===== config.mk =====
export PLATFORM = sky130hd
export DESIGN_NAME = rgb_gray_converter
export DESIGN_NICKNAME = d
export VERILOG_FILES = /design/src/rtl/rgb_gray_pkg.sv /design/src/rtl/rgb_gray_pixel_mac.sv /design/src/rtl/rgb_gray_converter.sv
export SDC_FILE = /design/constraint.sdc
export NUM_CORES = 1
export LEC_CHECK = 0
export CAP_MARGIN = 20
export CORE_MARGIN = 10
export CORE_UTILIZATION = 50
export DETAILED_ROUTE_END_ITERATION = 6
export PLACE_DENSITY_LB_ADDON = 0.25
export SYNTH_ARGS = -nofsm -noshare
export SYNTH_HDL_FRONTEND = slang
export SYNTH_SLANG_ARGS = --single-unit

===== constraint.sdc =====
create_clock -name clk -period 7.6 [get_ports clk]
set_input_delay 1.52 -clock clk [delete_from_list [all_inputs] [get_ports clk]]
set_output_delay 1.52 -clock clk [all_outputs]
set_load 0.02 [all_outputs]

===== src/rtl/rgb_gray_pkg.sv =====
// Shared constants for the RGB-to-grayscale converter: sample/index widths and the
// fixed-point luma weights (sum to 256, so the rounded result always fits in 8 bits).
package rgb_gray_pkg;

  localparam int unsigned SampleW = 8;
  localparam int unsigned PixelW  = 32;
  localparam int unsigned ProdW   = 16;

  localparam int unsigned CoefR = 77;
  localparam int unsigned CoefG = 150;
  localparam int unsigned CoefB = 29;
  localparam int unsigned Round = 128;
  localparam int unsigned Shift = 8;

endpackage


===== src/rtl/rgb_gray_pixel_mac.sv =====
// Two-stage weighted sum: stage 1 registers the three 16-bit products, stage 2 registers
// the rounded, shifted gray value.
module rgb_gray_pixel_mac
  import rgb_gray_pkg::*;
(
  input  logic               clk,
  input  logic               rst_n,
  input  logic [SampleW-1:0] red_i,
  input  logic [SampleW-1:0] green_i,
  input  logic [SampleW-1:0] blue_i,
  output logic [SampleW-1:0] gray_o
);

  logic [ProdW-1:0]   prod_r_d, prod_r_q;
  logic [ProdW-1:0]   prod_g_d, prod_g_q;
  logic [ProdW-1:0]   prod_b_d, prod_b_q;
  logic [ProdW-1:0]   sum_d;
  logic [SampleW-1:0] gray_d, gray_q;

  always_comb begin
    prod_r_d = ProdW'(red_i)   * ProdW'(CoefR);
    prod_g_d = ProdW'(green_i) * ProdW'(CoefG);
    prod_b_d = ProdW'(blue_i)  * ProdW'(CoefB);
  end

  // Worst case 255*256 + 128 = 65408, so the 16-bit sum cannot wrap.
  always_comb begin
    sum_d  = prod_r_q + prod_g_q + prod_b_q + ProdW'(Round);
    gray_d = SampleW'(sum_d >> Shift);
  end

  always_ff @(posedge clk or negedge rst_n) begin
    if (!rst_n) begin
      prod_r_q <= '0;
      prod_g_q <= '0;
      prod_b_q <= '0;
      gray_q   <= '0;
    end else begin
      prod_r_q <= prod_r_d;
      prod_g_q <= prod_g_d;
      prod_b_q <= prod_b_d;
      gray_q   <= gray_d;
    end
  end

  assign gray_o = gray_q;

endmodule


===== src/rtl/rgb_gray_converter.sv =====
// RGB-to-grayscale converter: wraps the MAC pipeline, carries the pixel index alongside
// the data and raises a sticky done once the last (or any later) index has emerged.
module rgb_gray_converter
  import rgb_gray_pkg::*;
#(
  parameter int unsigned ROW = 1153,
  parameter int unsigned COL = 2048
) (
  input  logic               clk,
  input  logic               rst_n,
  input  logic [PixelW-1:0]  pixel,
  input  logic [SampleW-1:0] data_red,
  input  logic [SampleW-1:0] data_green,
  input  logic [SampleW-1:0] data_blue,
  output logic [SampleW-1:0] data_filtered,
  output logic               done
);

  localparam logic [PixelW-1:0] LastPixel = PixelW'(ROW * COL - 1);

  logic [PixelW-1:0] pixel_q;
  logic              done_d, done_q;

  rgb_gray_pixel_mac u_mac (
    .clk     (clk),
    .rst_n   (rst_n),
    .red_i   (data_red),
    .green_i (data_green),
    .blue_i  (data_blue),
    .gray_o  (data_filtered)
  );

  // Index sits in stage 1; done is registered on the edge that loads its gray result.
  always_comb begin
    done_d = done_q | (pixel_q >= LastPixel);
  end

  always_ff @(posedge clk or negedge rst_n) begin
    if (!rst_n) begin
      pixel_q <= '0;
      done_q  <= 1'b0;
    end else begin
      pixel_q <= pixel;
      done_q  <= done_d;
    end
  end

  assign done = done_q;

endmodule


==> After elaboration in Yosys (flattened, before gate mapping) <==
Index checks and enable logic that the tools add are counted.
{ "totals": {"out_inout_bits": 9, "reg_bits": 84, "elab_cells": 14} }
{ "classes": {"n_mul": 3, "bitwise": 1, "n_addsub": 3, "order_cmp": 1} }
{ "op_table": {"columns": ["cell", "n"], "rows": [
  ["32-bit by 22-bit greater-or-equal comparator with 1-bit output, second input constant", 1],
  ["8-bit by 7-bit multiplier with 15-bit output, second input constant", 2],
  ["15-bit by 16-bit adder with 16-bit output", 1],
  ["16-bit by 13-bit adder with 16-bit output", 1],
  ["16-bit by 8-bit adder with 16-bit output, second input constant", 1],
  ["8-bit by 5-bit multiplier with 13-bit output, second input constant", 1],
  ["1-bit OR", 1]
]} }

==> Longest topological paths before layout <==
{ "depth": {"word_depth": 3, "depth_mapped": 13} }

==> Cells and area by module <==
From an unflattened synthesis, not the netlist that was laid out.
{ "unflattened": {"hier_cells": 540, "area_unflattened_um2": 6039.5} }
{ "by_module_without_submodules": {"columns": ["mod", "instances", "cells_each", "area_each_um2"], "rows": [
  ["rgb_gray_pixel_mac", 1, 491, 5107.4],
  ["rgb_gray_converter", 1, 49, 932.1]
]} }

==> Least setup slack after synthesis <==
OpenSTA, ideal clock, no wires.
{ "synth_timing": {"kind": "input -> register", "start": "in data_green[4]", "end": "reg u_mac.prod_g_q[13]", "required_ns": 7.520, "stages": 11, "n_path_buf": 0, "setup_slack_ns": 3.222, "t_arrival_ns": 4.297, "setup_ns": 0.080, "cell_sequence": "ha_1 > ha_1 > inv_1 > fa_1 > fa_1 > inv_1 > ha_1 > o21a_1 > a2111o_1 > a211o_1 > o211ai_2"} }
{ "synth_via": {"elab_chain_cells": 1} }
{ "synth_lines": {"columns": ["item", "line", "source"], "rows": [
  ["from (decl)", "rgb_gray_converter.sv:13", "input logic [SampleW-1:0] data_green,"],
  ["8-bit by 7-bit multiplier with 15-bit output", "rgb_gray_pixel_mac.sv:22", "prod_g_d = ProdW'(green_i) * ProdW'(CoefG);"],
  ["net u_mac.prod_g_d[13]", "rgb_gray_pixel_mac.sv:15", "logic [ProdW-1:0] prod_g_d, prod_g_q;"],
  ["to (signal assigned)", "rgb_gray_pixel_mac.sv:40", "prod_g_q <= prod_g_d;"],
  ["to (decl)", "rgb_gray_pixel_mac.sv:15", null]
]} }
The timed path passes the listed nets, and every way through them passes these cells.

==> Worst setup path in the final report <==
{ "layout_timing": {"start": "in data_green[6]", "end": "reg u_mac.prod_g_q[13]"} }
Same word-level chain as after synthesis.

==> results.cfg <==
[status]
outcome = completed

[sta]
tightest_slew_ps = 507
hold_viol_final = 0
fin_tns_setup_ps = 0
setup_viol = 0
rsz0062_at_grt = no
finalMaxSlewViolations = 0
skew_ps = 8.62
slew_headroom_pct = 66.0
fin_crit_ps = 4740
fmax_mhz = 211
period_share_pct = 62.4
whs_ps = 474

[placement]
gp_congestion = 0.941
port_buffers = 66
dpl.cell_count = 807
hpwlAfterDp_mm = 9.89

[clocking]
ctsHtreeMaxLevel = 3
root_buffer = clkbuf_16
clk_latency_ps = 330
cts.clk_slew.worst_paths_ps = 60
ctsHoldBuffers = 0
ctsResizeCount = 0
cts_buffers = 9
numClockSinks = 84
cts_buffer_depth = 2
cts_tree = built
post_cts.repair.setup_buffers = 0

[job]
drv_cap = 0

[floorplanning]
row_count = 40
die-area_um2 = 17300
num_io_pins = 67
fp.dieH_um = 132
initial_utilization_pct = 51.4
die_x_um = 132
core_um2 = 12100

[layout]
layout-drive-gt1-share_pct = 2.90
postLayoutCoreUtil_pct = 61.1
antenna_cells = 0
nNetsFinal = 872
layout.cells.most_common = ha_1
most-common-layout-cells = 125 x ha_1, 108 x inv_1, 84 x dfrtp_1, 65 x clkdlybuf4s50_1, 38 x fa_1
stdcell_count = 824
area_growth_pct = 19.0

[power]
p_clk_share_pct = 14.1
p_comb_share_pct = 65.8
power.density_nw_per_um2 = 419
seqPwrFrac_pct = 20.0
switching_share_pct = 43.7
peakVddDrop_mv = 0.324
leakage_nw = 3.76
finalPower_mw = 3.10
p_switching_mw = 1.36
p_int_mw = 1.75

[worst_setup_path]
crit_fanout = 4
slowest_delay_ps = 600
crit_type = in2reg
cp.required_ps = 7860
cp_top_family = adder cells
cp_common_cell = ha_1
cp-start-kind = input port
cp-end-kind = flip-flop
cp_slowest_cell = clkdlybuf4s50_1
timing.critical_path.buf_inv = 3
cp_data_arrival_time_ps = 5000
worstPathCellList = clkdlybuf4s50_1 > ha_1 > ha_1 > inv_1 > fa_1 > fa_1 > inv_1 > ha_1 > o21a_1 > a2111o_1 > a211o_1 > o211ai_2

[logic_synthesis]
ys.flop_type = dfrtp_1
synth_area_per_cell_um2 = 10.8
ys_warn_count = 0
synth-edff-count = 0
synthArstFlopShare_pct = 100
synth_cell_type_count = 45
postSynthNetCount = 799
synth_area_um2 = 6220
synthCells = 578
ys_ff_latch = 84
ys_seq_area_share_pct = 33.8

[detailed_routing]
routed_wirelength_mm = 11.9
postRouteAntennaNets = 0
route.detailed.drc = 0
avgRoutedWirePerCell_um = 14.4
viasPerCell = 5.13
drtIter0Drc = 129
vias = 4223
drtPass1Iterations = 5

[grt]
grt_start_max_net_pins = 85
antenna_found_initial = 0
track_usage_pct = 14.3
grt_pass1_wl_mm = 21.0
overflow = 0
grt_pass1_vias = 4580

[worst_hold_path]
min_path_type = reg2reg
[metrics by stage]
step	cell area, µm²	setup WS [ps]
floorplan	6220	3220
global route	7410	2590
CTS	7380	2890
global placement	7070	2600
finish	7410	2860
detailed placement	7070	2530
[layer usage]
layer	vias up	global-route usage [%]	share of wire (%)
met5	-	0	0
met4	0	2.90	0.78
met3	9	2.90	3.1
met2	83	24.2	49
met1	2022	18.4	47
li1	2109	-	-
[synth_stat cells (2+ instances only)]
library cell | instances | area [µm²]
ha_1 | 125 | 1560
inv_1 | 108 | 405
dfrtp_1 | 84 | 2100
fa_1 | 38 | 761
nor2_1 | 23 | 86.3
a21oi_1 | 22 | 110
o21ai_0 | 21 | 105
xnor2_1 | 19 | 166
nand2_1 | 16 | 60.1
nand3_1 | 13 | 65.1
xor2_1 | 11 | 96.3
nor3_1 | 10 | 50.1
a21o_1 | 7 | 52.6
o21a_1 | 7 | 52.6
nand2b_1 | 6 | 37.5
nor4_1 | 6 | 37.5
and3_1 | 5 | 31.3
clkbuf_1 | 5 | 18.8
nor2b_1 | 5 | 31.3
a2111o_1 | 4 | 45.0
o211ai_1 | 4 | 30.0
o21bai_1 | 4 | 30.0
a211o_1 | 3 | 26.3
a211oi_1 | 3 | 22.5
a311oi_1 | 3 | 26.3
nand4_1 | 3 | 18.8
a221oi_1 | 2 | 17.5
nand3b_1 | 2 | 15.0
o22ai_1 | 2 | 12.5
o311ai_0 | 2 | 17.5
[power groups by stage]
stage / logic (mW) / registers [mW] / clock network (mW)
final: 2.04 / 0.621 / 0.439
after global routing: 2.35 / 0.632 / 0.470
after CTS: 2.05 / 0.623 / 0.451
after detailed placement: 2.03 / 0.630 / 0
after global placement: 1.97 / 0.629 / 0
after floorplan: 1.54 / 0.649 / 0
[worst paths after layout]
kind,cells past startpoint,slack (ps),end,from
max,12,2860,u_mac.prod_g_q[13],data_green[6]
min,2,470,done,pixel_q[29]
max reg2reg,10,4580,u_mac.gray_o[7],u_mac.prod_b_q[11]
min reg2reg,2,470,done,pixel_q[29]
max in group asynchronous,2,5890,u_mac.prod_r_q[12],rst_n
min in group asynchronous,1,1130,u_mac.gray_o[6],rst_n
[logic make-up (layout without fill, tap and decap cells)]
logic type / after synthesis / after routing / synth area share (%)
compound gates: 95 / 95 / 10.4
xor+xnor: 30 / 30 / 4.22
fa+ha+maj: 163 / 163 / 37.4
simple gates: 93 / 93 / 7.40
buf+inv: 113 / 191 / 6.82
flops: 84 / 84 / 33.8
[tightest hold or removal path, cell delays in order (launching register included)]
cell	delay [ps]
dfrtp_1	320
nor4_1	50
o2111ai_1	60
[final cells by class]
class,count,area (µm²)
clock buffers,9,225
well taps,168,210
multi-input cells,381,3700
repair buffers,67,686
flip-flops and latches,84,2100
fillers,1006,4710
clock inverters,7,80.1
inverters,108,405
[registers in the layout (all words and copies together) (netlist names)]
name and flops:
u_mac.gray_o 8, u_mac.prod_b_q 13, u_mac.prod_g_q 15, pixel_q 32, done 1, u_mac.prod_r_q 15
Power figures use the tool's default switching activity.
